`config.mk`:
```
export PLATFORM = sky130hd
export DESIGN_NAME = dram_cmd_scheduler
export DESIGN_NICKNAME = d
export VERILOG_FILES = /design/src/rtl/dram_cmd_scheduler.sv
export SDC_FILE = /design/constraint.sdc
export NUM_CORES = 1
export LEC_CHECK = 0
export BUFFER_PORTS_ARGS = -buffer_cell sky130_fd_sc_hd__clkbuf_2
export CORE_UTILIZATION = 55
export CTS_CLUSTER_SIZE = 12
export DETAILED_ROUTE_END_ITERATION = 10
export PLACE_DENSITY = 0.83
export SYNTH_ARGS = -nofsm -noshare
export SYNTH_HDL_FRONTEND = slang
export SYNTH_SLANG_ARGS = --single-unit
```
`constraint.sdc`:
```
create_clock -name clk -period 5.75 [get_ports clk]
set_input_delay 1.15 -clock clk [delete_from_list [all_inputs] [get_ports clk]]
set_output_delay 1.15 -clock clk [all_outputs]
set_load 0.02 [all_outputs]
```
`src/rtl/dram_cmd_scheduler.sv`:
```
// dram_cmd_scheduler
// Turns one L2 access at a time into a DRAM command sequence (PRE/ACT/RD/WR)
// under an open-page policy, and slots refresh (PREA/REF) in between
// accesses whenever the refresh counter has asked for one.
//
// Ports:
//   clk, rst                      clock, asynchronous active-high reset
//   req_val/req_rdy               request handshake from the request buffer
//   req_we, req_bank/row/col      request attributes (captured on accept)
//   ref_flag                      refresh request pulse (sticky until REF sent)
//   cmd_req/cmd_ack               command handshake to the DRAM array
//   cmd, cmd_bank/row/col         current command and its IDs (zero when idle)
//   done                          one-cycle pulse after a RD/WR is accepted
//   busy                          a sequence is in flight or refresh is owed
module dram_cmd_scheduler #(
  parameter int NUM_OF_BANKS = 8,
  parameter int NUM_OF_ROWS  = 128,
  parameter int NUM_OF_COLS  = 8,
  localparam int BW = $clog2(NUM_OF_BANKS),
  localparam int RW = $clog2(NUM_OF_ROWS),
  localparam int CW = $clog2(NUM_OF_COLS)
) (
  input  logic          clk,
  input  logic          rst,
  input  logic          req_val,
  output logic          req_rdy,
  input  logic          req_we,
  input  logic [BW-1:0] req_bank,
  input  logic [RW-1:0] req_row,
  input  logic [CW-1:0] req_col,
  input  logic          ref_flag,
  output logic          cmd_req,
  input  logic          cmd_ack,
  output logic [2:0]    cmd,
  output logic [BW-1:0] cmd_bank,
  output logic [RW-1:0] cmd_row,
  output logic [CW-1:0] cmd_col,
  output logic          done,
  output logic          busy
);

  typedef enum logic [2:0] {
    S_IDLE,
    S_PRE,
    S_ACT,
    S_RW,
    S_RPREA,
    S_REF
  } state_t;

  localparam logic [2:0] CMD_NOP  = 3'b000;
  localparam logic [2:0] CMD_ACT  = 3'b001;
  localparam logic [2:0] CMD_RD   = 3'b010;
  localparam logic [2:0] CMD_WR   = 3'b011;
  localparam logic [2:0] CMD_PRE  = 3'b100;
  localparam logic [2:0] CMD_PREA = 3'b101;
  localparam logic [2:0] CMD_REF  = 3'b110;

  state_t state, state_next;

  logic                    ref_pending;
  logic [NUM_OF_BANKS-1:0] open_valid;
  logic [RW-1:0]           open_row [NUM_OF_BANKS];

  logic          cap_we;
  logic [BW-1:0] cap_bank;
  logic [RW-1:0] cap_row;
  logic [CW-1:0] cap_col;

  logic req_fire;
  logic table_hit;
  logic any_open;

  assign req_rdy   = (state == S_IDLE) && !ref_pending;
  assign req_fire  = req_val && req_rdy;
  assign table_hit = open_valid[req_bank] && (open_row[req_bank] == req_row);
  assign any_open  = |open_valid;
  assign busy      = (state != S_IDLE) || ref_pending;

  // State register.
  always_ff @(posedge clk or posedge rst) begin
    if (rst) begin
      state <= S_IDLE;
    end else begin
      state <= state_next;
    end
  end

  // Next-state logic. Every non-idle state holds cmd_req high, so cmd_ack
  // alone marks the transfer there. Refresh wins in IDLE because req_rdy is
  // already low whenever ref_pending is set.
  always_comb begin
    state_next = state;
    case (state)
      S_IDLE: begin
        if (ref_pending) begin
          state_next = any_open ? S_RPREA : S_REF;
        end else if (req_val) begin
          if (table_hit) begin
            state_next = S_RW;
          end else if (open_valid[req_bank]) begin
            state_next = S_PRE;
          end else begin
            state_next = S_ACT;
          end
        end
      end
      S_PRE:   if (cmd_ack) state_next = S_ACT;
      S_ACT:   if (cmd_ack) state_next = S_RW;
      S_RW:    if (cmd_ack) state_next = S_IDLE;
      S_RPREA: if (cmd_ack) state_next = S_REF;
      S_REF:   if (cmd_ack) state_next = S_IDLE;
      default: state_next = S_IDLE;
    endcase
  end

  // Command outputs depend only on state and the captured request, so they
  // cannot move while a command waits for its ack.
  always_comb begin
    cmd_req  = 1'b0;
    cmd      = CMD_NOP;
    cmd_bank = '0;
    cmd_row  = '0;
    cmd_col  = '0;
    case (state)
      S_PRE: begin
        cmd_req  = 1'b1;
        cmd      = CMD_PRE;
        cmd_bank = cap_bank;
      end
      S_ACT: begin
        cmd_req  = 1'b1;
        cmd      = CMD_ACT;
        cmd_bank = cap_bank;
        cmd_row  = cap_row;
      end
      S_RW: begin
        cmd_req  = 1'b1;
        cmd      = cap_we ? CMD_WR : CMD_RD;
        cmd_bank = cap_bank;
        cmd_col  = cap_col;
      end
      S_RPREA: begin
        cmd_req = 1'b1;
        cmd     = CMD_PREA;
      end
      S_REF: begin
        cmd_req = 1'b1;
        cmd     = CMD_REF;
      end
      default: ;
    endcase
  end

  // Request capture, bank-valid table, refresh bookkeeping and done pulse.
  // A ref_flag in the same cycle as the REF transfer keeps ref_pending set.
  always_ff @(posedge clk or posedge rst) begin
    if (rst) begin
      cap_we      <= 1'b0;
      cap_bank    <= '0;
      cap_row     <= '0;
      cap_col     <= '0;
      open_valid  <= '0;
      ref_pending <= 1'b0;
      done        <= 1'b0;
    end else begin
      if (req_fire) begin
        cap_we   <= req_we;
        cap_bank <= req_bank;
        cap_row  <= req_row;
        cap_col  <= req_col;
      end
      if (state == S_PRE && cmd_ack) begin
        open_valid[cap_bank] <= 1'b0;
      end else if (state == S_ACT && cmd_ack) begin
        open_valid[cap_bank] <= 1'b1;
      end else if (state == S_RPREA && cmd_ack) begin
        open_valid <= '0;
      end
      ref_pending <= (ref_pending && !(state == S_REF && cmd_ack)) || ref_flag;
      done        <= (state == S_RW) && cmd_ack;
    end
  end

  // Row IDs need no reset: an entry is only trusted while its valid bit is set.
  always_ff @(posedge clk) begin
    if (state == S_ACT && cmd_ack) begin
      open_row[cap_bank] <= cap_row;
    end
  end

endmodule

```
* Word-level counts from Yosys, hierarchy flattened
Memories as Yosys holds them, arrays and structs flattened.
Index checks and enable logic that the tools add are counted.
** Word-level totals
- Register bits :: 27
- Bits in latches :: 0
- Bits in writable memories :: 56
- Memory bits (read-only) :: 0
- Output and inout port bits :: 20
- Memories :: 1
** Cells by class
- Add/sub/neg operators :: 0
- Multiply operators :: 0
- Div/mod/pow operators :: 0
- $lt $le $gt $ge :: 3
- Equality and inequality tests :: 11
- Shifts and indexed selects :: 0
- Mux-type cells :: 25
- Bitwise logic cells :: 3
- Reductions and logical operators :: 22
** Memories
- open_row :: depth 8, width 7, read ports 1, clocked after memory_dff 0, wr ports 1, RTL line 63 : logic [RW-1:0] open_row [NUM_OF_BANKS];
** Operators by type and width (count)
- 3-bit case mux with 5 select lines :: 2
- 3-bit 2-to-1 mux :: 8
- 8-bit 2-to-1 mux :: 3
- 1-bit logical AND :: 10
- 8-bit AND :: 1
- 3-bit by 4-bit < comparator with 1-bit output (second input constant) :: 2
- 8-bit inverter :: 1
- 8-bit bitwise OR :: 1
- 8-bit OR reduction :: 1
- 7-bit equality test :: 1
- 1-bit 2-to-1 mux :: 7
- 7-bit 2-to-1 mux :: 1
- 3-bit by 2-bit equality test with 1-bit output (second input constant) :: 2
- 3-bit equality test (second input constant) :: 2
- 2-bit != test (second input constant) :: 3
- 3-bit nonzero test :: 2
- 5-bit AND reduction :: 1
- 5-bit OR reduction :: 1
- 2-bit 2-to-1 mux :: 2
- 1-bit binary-select mux with 3-bit select :: 1
- 1-bit demux with 3-bit select :: 1
- 3-bit by 1-bit equality test with 1-bit output (second input constant) :: 1
- 3-bit by 1-bit >= comparator with 1-bit output (second input constant) :: 1
- 3-bit logical NOT :: 1
- 6 further kinds :: 8

* Longest topological paths before layout
Gate-level depths: netlist of run 1.
- Word-level depth :: 7
- Gate-level depth with buffers :: 7
- Mapped depth without buffers :: 6

* Least setup slack after synthesis of run 1
OpenSTA, ideal clock, no wires.
- Path type :: input -> register
- Start point :: input port req_bank[1]
- End point :: register state[0]
- Setup time :: 0.128 ns
- Arrival :: 2.734 ns
- Required time :: 5.622 ns
- Slack :: 2.888 ns
- Stages :: 7
- Buffers on the path :: 2
- Cell sequence :: clkbuf_1 buf_2 mux4_1 mux2_2 a211o_1 a22oi_2 o22ai_1
** Between the ends
- Cells in the longest elaborated chain, start to end :: 7
** Ends and longest elaborated chain
- start, declared :: RTL line 28 : input logic [BW-1:0] req_bank,
- memory read 8 x 7 bit / 1-bit binary-select mux with 3-bit select (equally long branches)
- 7-bit equality test / 1-bit 2-to-1 mux (equally long branches) :: RTL line 76, 101
- 1-bit logical AND / 2-bit 2-to-1 mux (equally long branches) :: RTL line 76, 101
- 2-bit 2-to-1 mux (*) :: RTL line 99 : if (table_hit) begin
- 3-bit 2-to-1 mux (*) :: RTL line 98 : end else if (req_val) begin
- 3-bit 2-to-1 mux (*) :: RTL line 96 : if (ref_pending) begin
- 3-bit case mux with 5 select lines (*) :: RTL line 94 : case (state)
- end signal, assigned :: RTL line 85 : state <= state_next;
- end, declared :: RTL line 59 : state_t state, state_next;
Mark *: on every way between the ends. The rest lies on a longest branch, timed or not. The select of a mux whose other input is x is not followed.
A chain may end at the register's enable or synchronous reset.

* Worst setup path in the final report of run 1
- Start point :: register state[2]
- End point :: output port cmd[0]
** Between the ends
- Cells in the longest elaborated chain, start to end :: 2
** Ends and longest elaborated chain
- 3-bit equality test (tied with other cells) :: RTL line 125 : case (state)
- 3-bit case mux with 5 select lines (*) :: RTL line 125
- end, declared :: RTL line 34 : output logic [2:0] cmd,
Mark *: on every way between the ends. The rest lies on a longest branch, timed or not.

==> results of run 1 <==
==> metal layers <==
| metal | routed length, um | global-route usage, % |
|---|---|---|
| met5 | 0 | 0 |
| met4 | 143 | 9.24 |
| met1 | 3210 | 29.8 |
| met2 | 3990 | 40.9 |
| met3 | 361 | 6.39 |
==> synthesized netlist by cell type <==
cell type | n | area share (%)
edfxtp_1 | 56 | 45
dfrtp_1 | 27 | 18
nor2_1 | 22 | 2.2
o21ai_0 | 17 | 2.3
mux2_2 | 15 | 4.5
and3_1 | 11 | 1.8
mux4_2 | 10 | 6.0
inv_1 | 9 | 0.90
clkbuf_1 | 8 | 0.80
nand2_1 | 8 | 0.80
xor2_1 | 8 | 1.9
mux2i_1 | 7 | 1.9
nor3_1 | 7 | 0.94
a21oi_1 | 6 | 0.80
mux4_1 | 6 | 4.2
nand2b_1 | 6 | 1.0
nand3_1 | 4 | 0.54
and2_1 | 3 | 0.50
a31oi_1 | 2 | 0.33
buf_2 | 2 | 0.27
ha_1 | 2 | 0.67
nor2b_1 | 2 | 0.33
or4_1 | 2 | 0.40
a211o_1 | 1 | 0.23
a21bo_2 | 1 | 0.27
a21boi_0 | 1 | 0.20
a21o_1 | 1 | 0.20
a22oi_2 | 1 | 0.33
a31o_2 | 1 | 0.23
buf_1 | 1 | 0.10
buf_12 | 1 | 0.54
buf_6 | 1 | 0.30
nand3b_1 | 1 | 0.20
nand4_1 | 1 | 0.17
o22ai_1 | 1 | 0.17
o311ai_0 | 1 | 0.23
o31ai_1 | 1 | 0.20
o41ai_1 | 1 | 0.23
or2_2 | 1 | 0.17
==> report_power, final <==
group          total [W]  internal [W]  switching (W)
sequential      0.000854      0.000740       0.000113
clock           0.000416      0.000201       0.000214
combinational   0.000412      0.000172       0.000240
==> kinds of logic (layout without fill, tap and decap cells) <==
kind of cell	count (synthesis)	count (layout)	synth area share [%]
AOI/OAI and AO/OA	35	35	5.73
adders and majority gates	2	2	0.669
and+or+nand+nor	68	68	9.11
muxes	38	38	16.6
buffers and inverters	22	66	2.91
DFF	83	83	63.1
xor gates and xnor gates	8	8	1.87
==> per-stage QoR <==
step	power, W	cells	setup slack, ns	hold slack (ns)	util (%)
after floorplan	0.00115	256	2.89	0.471	-
after global placement	0.00125	361	2.65	0.481	61.5
after detailed placement	0.00127	361	2.59	0.496	61.5
after CTS	0.00169	377	2.40	0.516	64.5
after global routing	0.00177	377	2.17	0.531	64.5
final	0.00168	377	2.38	0.512	64.5
==> sequential cells by signal, indices dropped and copies added, names as in the netlist <==
| name | count |
|---|---|
| ref_pending | 1 |
| cap_we | 1 |
| open_row | 56 |
| cap_bank | 3 |
| cap_col | 3 |
| open_valid | 8 |
| cap_row | 7 |
| done | 1 |
| state | 3 |
==> cells in the final DEF (no fill, tap or decap), types with 7 or more instances in the layout <==
master / netlist / final
nor3_1: 7 / 7
mux2_2: 15 / 15
o21ai_0: 17 / 17
mux2i_1: 7 / 7
nand2_1: 8 / 8
inv_1: 9 / 9
edfxtp_1: 56 / 56
xor2_1: 8 / 8
nor2_1: 22 / 22
dfrtp_1: 27 / 27
clkbuf_8: 0 / 9
clkbuf_2: 0 / 38
and3_1: 11 / 11
mux4_2: 10 / 10
==> final cells by class <==
cell class / count / area share (%)
flip-flops and latches: 83 / 56.6
repair buffers: 41 / 5.11
well taps: 77 / 2.31
inverters: 9 / 0.811
clock inverters: 6 / 1.59
multi-input cells: 151 / 30.5
clock buffers: 10 / 3.06
==> worst max-delay path, delay by kind of cell (launching register included) <==
| kind | cells | cell delay (ns) |
|---|---|---|
| AO/OA/AOI/OAI | 2 | 0.40 |
| buffers and inverters | 1 | 0.20 |
| flip-flops | 1 | 0.54 |
| AND/OR/NAND/NOR | 1 | 0.73 |
==> final timing paths <==
kind	startpoint	end	slack [ns]	cells after the start
max	state[2]	cmd[0]	2.38	4
min	cap_col[1]	cap_col[1]	0.51	1
max reg2reg	state[2]	open_row[2][3]	3.40	4
min reg2reg	cap_col[1]	cap_col[1]	0.51	1
max in group asynchronous	rst	open_valid[4]	4.63	3
min in group asynchronous	rst	cap_col[2]	0.84	3
==> results.sh, run 1 <==
export IMPL_status="complete, no violations"
export IMPL_dieHeight_um=84.4
export IMPL_cts_root_buf="clkbuf_8"
export IMPL_path_class="reg -> out"
export IMPL_placed_cell_area_um2=3970
export IMPL_place_hpwl_mm=5.09
export IMPL_skew_ns=0.0134
export IMPL_seq_area_frac_synth_pct=63.1
export IMPL_clkLatencyLatePin_ns=0.36
export IMPL_worstPathCellList="nor2b_1 -> o21ai_0 -> a21boi_0 -> clkbuf_2"
export IMPL_synth_cells=256
export IMPL_ir_drop_uv=295
export IMPL_tightest_slew_ns=0.891
export IMPL_fmax_ghz=0.297
export IMPL_hold_violations=0
export IMPL_wirelength_mm=7.70
export IMPL_cts_resized=0
export IMPL_multi_input_area_um2=1270
export IMPL_synth_seq_cells=83
export IMPL_grt_pass1_vias=2372
export IMPL_endpoint_kind="primary output"
export IMPL_finalCriticalPeriod_ns=3.37
export IMPL_rows=29
export IMPL_area_delta_synth_final_pct=11.4
export IMPL_die_area_um2=7130
export IMPL_hold_buffers=0
export IMPL_drt_antenna_violating_nets=0
export IMPL_synth_distinct_cells=39
export IMPL_path_clk_slew_ns=0.09
export IMPL_relSlewSlack_pct=40.4
export IMPL_seq_area_um2=2360
export IMPL_worst_setup_path_start_kind="flip-flop"
export IMPL_period_share_pct=58.6
export IMPL_ios=39
export IMPL_setup_viol=0
export IMPL_crit_path_top_delay_cell="nor2b_1"
export IMPL_drt_pass1_iterations=4
export IMPL_antenna_found_initial=0
export IMPL_p_leak_nw=1.72
export IMPL_cts_path_max_buffers=2
export IMPL_yosys_warnings=0
export IMPL_antenna_diode_count=0
export IMPL_place_gp_congestion=0.800
export IMPL_finalSetupTns_ns=0
export IMPL_grt_usage_pct=24.0
export IMPL_drv_cap=0
export IMPL_drc=0
export IMPL_cts_tree="yes"
export IMPL_slowest_delay_ns=0.73
export IMPL_crit_arrival_ns=2.22
export IMPL_fillCellCount=501
export IMPL_grt_max_degree=28
export IMPL_drtIter0Drc=174
export IMPL_cts_setup_buffers=0
export IMPL_syn_area_um2=3740
export IMPL_p_per_area_nw_per_um2=404
export IMPL_required_ns=4.60
export IMPL_avgRoutedWirePerCell_um=20.4
export IMPL_cts_sinks=83
export IMPL_dr_total_vias=2315
export IMPL_overflow=0
export IMPL_ctsHtreeMaxLevel=3
export IMPL_nets=316
export IMPL_cp_max_fo=15
export IMPL_slew_viol_final=0
export IMPL_port_buffer_count=38
export IMPL_start_util_pct=57.9
export IMPL_grt_pass1_wl_mm=12.3
export IMPL_cts_made_buffers=9
export IMPL_hp_class="reg -> reg"
export IMPL_fp_dieW_um=84.4
export IMPL_rsz0062_at_grt="false"
export IMPL_core_um2=6460
export IMPL_layout_drive_gt1_share_pct=28.3
export IMPL_stdcell_area_um2=4170
export IMPL_syn_nets=277
export IMPL_synth_area_per_cell_um2=14.6
export IMPL_via_per_inst=6.14
No activity file was read; power rests on OpenSTA's default activity.
==> run 2, diff against run 1 <==
==> constraint.sdc (replaced) <==
create_clock -name clk -period 3.2 [get_ports clk]
set_input_delay 0.64 -clock clk [delete_from_list [all_inputs] [get_ports clk]]
set_output_delay 0.64 -clock clk [all_outputs]
set_load 0.02 [all_outputs]
==> results.sh, run 2 (same netlist as run 1, synthesis figures left out) <==
export IMPL_status="complete, no violations"
export IMPL_grt_pass1_vias=2246
export IMPL_hp_class="in -> async"
export IMPL_wirelength_mm=7.57
export IMPL_core_um2=6460
export IMPL_top_register="open_row"
export IMPL_drt_antenna_violating_nets=0
export IMPL_final_common_cell="edfxtp_1"
export IMPL_grt_max_degree=28
export IMPL_fp_dieW_um=84.4
export IMPL_finalCriticalPeriod_ns=2.50
export IMPL_period_share_pct=78.2
export IMPL_skew_ns=0.00634
export IMPL_worstSetupStartpoint="state[1]"
export IMPL_dr_total_vias=2316
export IMPL_r2r_setup_slack_ns=0.88
export IMPL_setup_viol=0
export IMPL_area_delta_synth_final_pct=11.6
export IMPL_port_buffer_count=38
export IMPL_cts_resized=0
export IMPL_path_class="reg -> out"
export IMPL_p_per_area_nw_per_um2=722
export IMPL_worstReg2RegEnd="cap_row[4]"
export IMPL_via_per_inst=6.13
export IMPL_ir_drop_uv=431
export IMPL_grt_usage_pct=23.1
export IMPL_antenna_found_initial=0
export IMPL_dieHeight_um=84.4
export IMPL_path_clk_slew_ns=0.08
export IMPL_place_hpwl_mm=5.04
export IMPL_reg2reg_from="state[1]"
export IMPL_cts_setup_buffers=0
export IMPL_rows=29
export IMPL_place_gp_congestion=0.818
export IMPL_cts_root_buf="clkbuf_8"
export IMPL_overflow=0
export IMPL_antenna_diode_count=0
export IMPL_start_util_pct=57.9
export IMPL_drc=0
export IMPL_cts_path_max_buffers=2
export IMPL_worst_setup_path_start_kind="flip-flop"
export IMPL_drt_pass1_iterations=4
export IMPL_endpoint_kind="primary output"
export IMPL_cp_max_fo=11
export IMPL_cts_made_buffers=9
export IMPL_clkLatencyLatePin_ns=0.34
export IMPL_slew_viol_final=0
export IMPL_hold_buffers=0
export IMPL_ctsHtreeMaxLevel=3
export IMPL_largest_reg_flops=56
export IMPL_finalSetupTns_ns=0
export IMPL_cts_tree="yes"
export IMPL_relSlewSlack_pct=42.7
export IMPL_required_ns=2.56
export IMPL_avgRoutedWirePerCell_um=20.0
export IMPL_crit_arrival_ns=1.86
export IMPL_tightest_slew_ns=0.857
export IMPL_hold_violations=0
export IMPL_nets=318
export IMPL_rsz0062_at_grt="false"
export IMPL_power_total_w=0.00301
export IMPL_layout_drive_gt1_share_pct=28.2
export IMPL_ios=39
export IMPL_grt_pass1_wl_mm=11.9
export IMPL_cts_sinks=83
export IMPL_reg2reg_depth=5
export IMPL_drtIter0Drc=147
export IMPL_final_cell_mix="edfxtp_1, clkbuf_2, dfrtp_1"
export IMPL_fmax_ghz=0.399
export IMPL_largest_registers="open_row x56, open_valid x8, cap_row x7"
export IMPL_drv_cap=0
export IMPL_p_leak_nw=1.73
export IMPL_die_area_um2=7130
==> run 2: cell count changes in the layout (fill, tap and decap cells not counted) <==
cell / previous run / this run
buf_4: 3 / 5
clkinvlp_4: 3 / 1
clkinv_1: 0 / 1
clkinv_4: 0 / 1
inv_6: 1 / 0
==> run 2: cell type report <==
type	count	area [um2]
repair buffers	43	228
well taps	77	96.3
fillers	468	2290
flip-flops and latches	83	2360
multi-input cells	151	1270
inverters	9	33.8
clock buffers	10	128
clock inverters	5	55.1
==> run 2: per-layer routing <==
layer  global-route usage, %  share of wire, %  up-vias
met2                    36.8                51       88
met1                    31.8                40     1169
met5                       0                 0        -
li1                        -                 -     1049
met3                    5.11               7.3       10
met4                    8.47               1.9        0
==> run 2: critical path: stages, from the launching register on <==
cell,delay [ns]
dfrtp_1,0.57
nor2b_1,0.23
buf_4,0.23
o21ai_0,0.10
a21boi_0,0.19
clkbuf_2,0.19
==> run 2: worst max-delay path by stage <==
| stage | end | slack, ns | cells after the start |
|---|---|---|---|
| 3_3_place_gp | state[0] | 0.60 | 6 |
| 5_1_grt | cmd[0] | 0.54 | 5 |
| 4_1_cts | cmd[0] | 0.70 | 5 |
| 6_report | cmd[0] | 0.70 | 5 |
| 3_5_place_dp | state[0] | 0.57 | 6 |
| 2_1_floorplan | state[0] | 0.85 | 7 |
==> run 2: stage by stage <==
step | hold WS [ns] | std cells | util, % | cell area (um2) | setup slack (ns)
after floorplan | 0.471 | 256 | - | 3740 | 0.848
after global placement | 0.481 | 363 | 61.7 | 3990 | 0.595
after CTS | 0.352 | 378 | 64.5 | 4170 | 0.700
final | 0.340 | 378 | 64.5 | 4170 | 0.696
after global routing | 0.374 | 378 | 64.5 | 4170 | 0.538
after detailed placement | 0.490 | 363 | 61.7 | 3990 | 0.565
==> run 2: report_power, final <==
group          switching, W  total (W)  internal, W
combinational      0.000468   0.000789     0.000321
sequential         0.000185    0.00152      0.00133
clock              0.000351   0.000705     0.000354
==> run 3, diff against run 2 <==
--- a/config.mk
+++ b/config.mk
@@ -6,10 +6,10 @@
 export NUM_CORES = 1
 export LEC_CHECK = 0
 export BUFFER_PORTS_ARGS = -buffer_cell sky130_fd_sc_hd__clkbuf_2
-export CORE_UTILIZATION = 55
+export CORE_UTILIZATION = 53
 export CTS_CLUSTER_SIZE = 12
 export DETAILED_ROUTE_END_ITERATION = 10
-export PLACE_DENSITY = 0.83
+export PLACE_DENSITY = 0.84
 export SYNTH_ARGS = -nofsm -noshare
 export SYNTH_HDL_FRONTEND = slang
 export SYNTH_SLANG_ARGS = --single-unit
==> constraint.sdc (replaced) <==
create_clock -name clk -period 2.2 [get_ports clk]
set_input_delay 0.44 -clock clk [delete_from_list [all_inputs] [get_ports clk]]
set_output_delay 0.44 -clock clk [all_outputs]
set_load 0.02 [all_outputs]
==> results.sh, run 3 (same netlist as run 1, synthesis figures left out) <==
export IMPL_ctsHtreeMaxLevel=3
export IMPL_avgRoutedWirePerCell_um=19.9
export IMPL_endpoint_kind="primary output"
export IMPL_placed_cell_area_um2=4110
export IMPL_drtIter0Drc=258
export IMPL_clkLatencyLatePin_ns=0.35
export IMPL_crit_path_top_delay_cell="dfrtp_2"
export IMPL_via_per_inst=5.96
export IMPL_slowest_delay_ns=0.52
export IMPL_relSlewSlack_pct=70.6
export IMPL_cp_max_fo=15
export IMPL_period_share_pct=96.8
export IMPL_area_delta_synth_final_pct=15.5
export IMPL_antenna_found_initial=0
export IMPL_hold_buffers=0
export IMPL_nets=333
export IMPL_grt_pass1_wl_mm=12.5
export IMPL_overflow=0
export IMPL_antenna_diode_count=0
export IMPL_skew_ns=0.00678
export IMPL_largest_reg_flops=56
export IMPL_setup_viol=0
export IMPL_crit_arrival_ns=1.69
export IMPL_p_per_area_nw_per_um2=1020
export IMPL_r2r_setup_slack_ns=0.32
export IMPL_drt_antenna_violating_nets=0
export IMPL_drt_pass1_iterations=5
export IMPL_finalWorstSetupSlack_ns=0.0700
export IMPL_dr_total_vias=2460
export IMPL_dieHeight_um=86.0
export IMPL_seq_area_um2=2360
export IMPL_fp_dieW_um=86.0
export IMPL_path_clk_slew_ns=0.08
export IMPL_path_delay_family="simple AND/OR/NAND/NOR gates"
export IMPL_reg2reg_depth=6
export IMPL_cts_sinks=83
export IMPL_final_cell_mix="edfxtp_1, clkbuf_2, dfrtp_1"
export IMPL_cts_made_buffers=9
export IMPL_place_hpwl_mm=5.50
export IMPL_worstReg2RegEnd="open_row[0][3]"
export IMPL_hp_class="in -> async"
export IMPL_largest_registers="open_row x56, open_valid x8, cap_row x7"
export IMPL_grt_usage_pct=23.6
export IMPL_cts_root_buf="clkbuf_8"
export IMPL_worst_path_buf_inv=1
export IMPL_fillCellCount=470
export IMPL_rows=30
export IMPL_tightest_slew_ns=0.441
export IMPL_path_class="reg -> out"
export IMPL_drv_cap=0
export IMPL_worstPathCellList="nor2_2 -> nor2_1 -> or2_2 -> clkbuf_2"
export IMPL_dp_slack_ns=-0.142
export IMPL_cts_path_max_buffers=2
export IMPL_status="complete, no violations"
export IMPL_ios=39
export IMPL_finalCriticalPeriod_ns=2.13
export IMPL_hold_worst_slack_ns=0.133
export IMPL_place_gp_congestion=0.879
export IMPL_p_leak_nw=1.79
export IMPL_hold_violations=0
export IMPL_core_um2=6790
export IMPL_multi_input_area_um2=1280
export IMPL_top_register="open_row"
export IMPL_ir_drop_uv=560
export IMPL_required_ns=1.76
export IMPL_cts_tree="yes"
export IMPL_reg2reg_from="state[1]"
export IMPL_rsz0062_at_grt="false"
export IMPL_start_util_pct=55.0
export IMPL_drc=0
export IMPL_port_buffer_count=38
export IMPL_finalSetupTns_ns=0
export IMPL_grt_max_degree=28
export IMPL_slew_viol_final=0
export IMPL_layout_drive_gt1_share_pct=34.4
export IMPL_wirelength_mm=8.20
export IMPL_grt_pass1_vias=2335
export IMPL_stdcell_area_um2=4320
export IMPL_fmax_ghz=0.469
export IMPL_final_common_cell="edfxtp_1"
export IMPL_worst_setup_path_start_kind="flip-flop"
export IMPL_die_area_um2=7390
run 3: cell count changes in the layout (fill, tap and decap cells not counted), moves of 2 or more:
cell	before	now
buf_4	5	20
clkinvlp_4	1	4
dfrtp_1	27	24
dfrtp_2	0	3
inv_6	0	2
run 3: worst max path at each step:
stage / end / start / depth (start not counted) / slack (ns)
final: cmd_req / state[0] / 4 / 0.07
after global routing: cmd[0] / state[0] / 4 / 0.002
after CTS: cmd_row[2] / state[2] / 5 / 0.03
after detailed placement: state[1] / req_bank[0] / 7 / -0.14
after global placement: state[0] / req_bank[0] / 6 / 0.04
after floorplan: state[0] / req_bank[1] / 7 / 0.05
run 3: final cells by class:
cell class	count	share of cell area, %
multi-input cells	151	29.7
clock buffers	10	2.96
flip-flops and latches	83	54.7
repair buffers	58	7.88
inverters	9	0.870
clock inverters	6	1.13
well taps	96	2.78
run 3: power by group:
part	internal [W]	switching, W	total, W	leakage [nW]
clock network	0.000420	0.000557	0.000976	0.0795
registers	0.00194	0.000286	0.00223	0.863
logic	0.000510	0.000701	0.00121	0.847
total	0.00287	0.00154	0.00441	1.79
run 3: per-layer routing:
metal  share of wire [%]  track usage [%]  routed length [um]
met4                 2.6             11.5                 210
met3                 6.8             4.43                 557
met2                  50             36.2                4090
met1                  41             32.8                3340
met5                   0                0                   0
run 3: worst reg2reg max path, cell delays in order, from the launching register on:
cell and delay (ns):
dfrtp_2 0.45, buf_4 0.17, nand2b_1 0.07, nor2_1 0.19, nand3b_1 0.27, nor3_1 0.21, buf_4 0.23
run 3: metrics by stage:
| step | instances | util [%] | power [W] |
|---|---|---|---|
| 5_1_grt | 413 | 63.5 | 0.00465 |
| 4_1_cts | 411 | 63.1 | 0.00436 |
| 3_5_place_dp | 395 | 60.5 | 0.00339 |
| 3_3_place_gp | 395 | 60.5 | 0.00333 |
| 6_report | 413 | 63.5 | 0.00441 |
| 2_1_floorplan | 256 | - | 0.00301 |
run 3: timing repair:
| action | in CTS | in global routing |
|---|---|---|
| setup buffers | 0 | 2 |
| pin swaps | 0 | 0 |
| setup endpoints to repair | 4 | 13 |
| resized for setup | 3 | 4 |
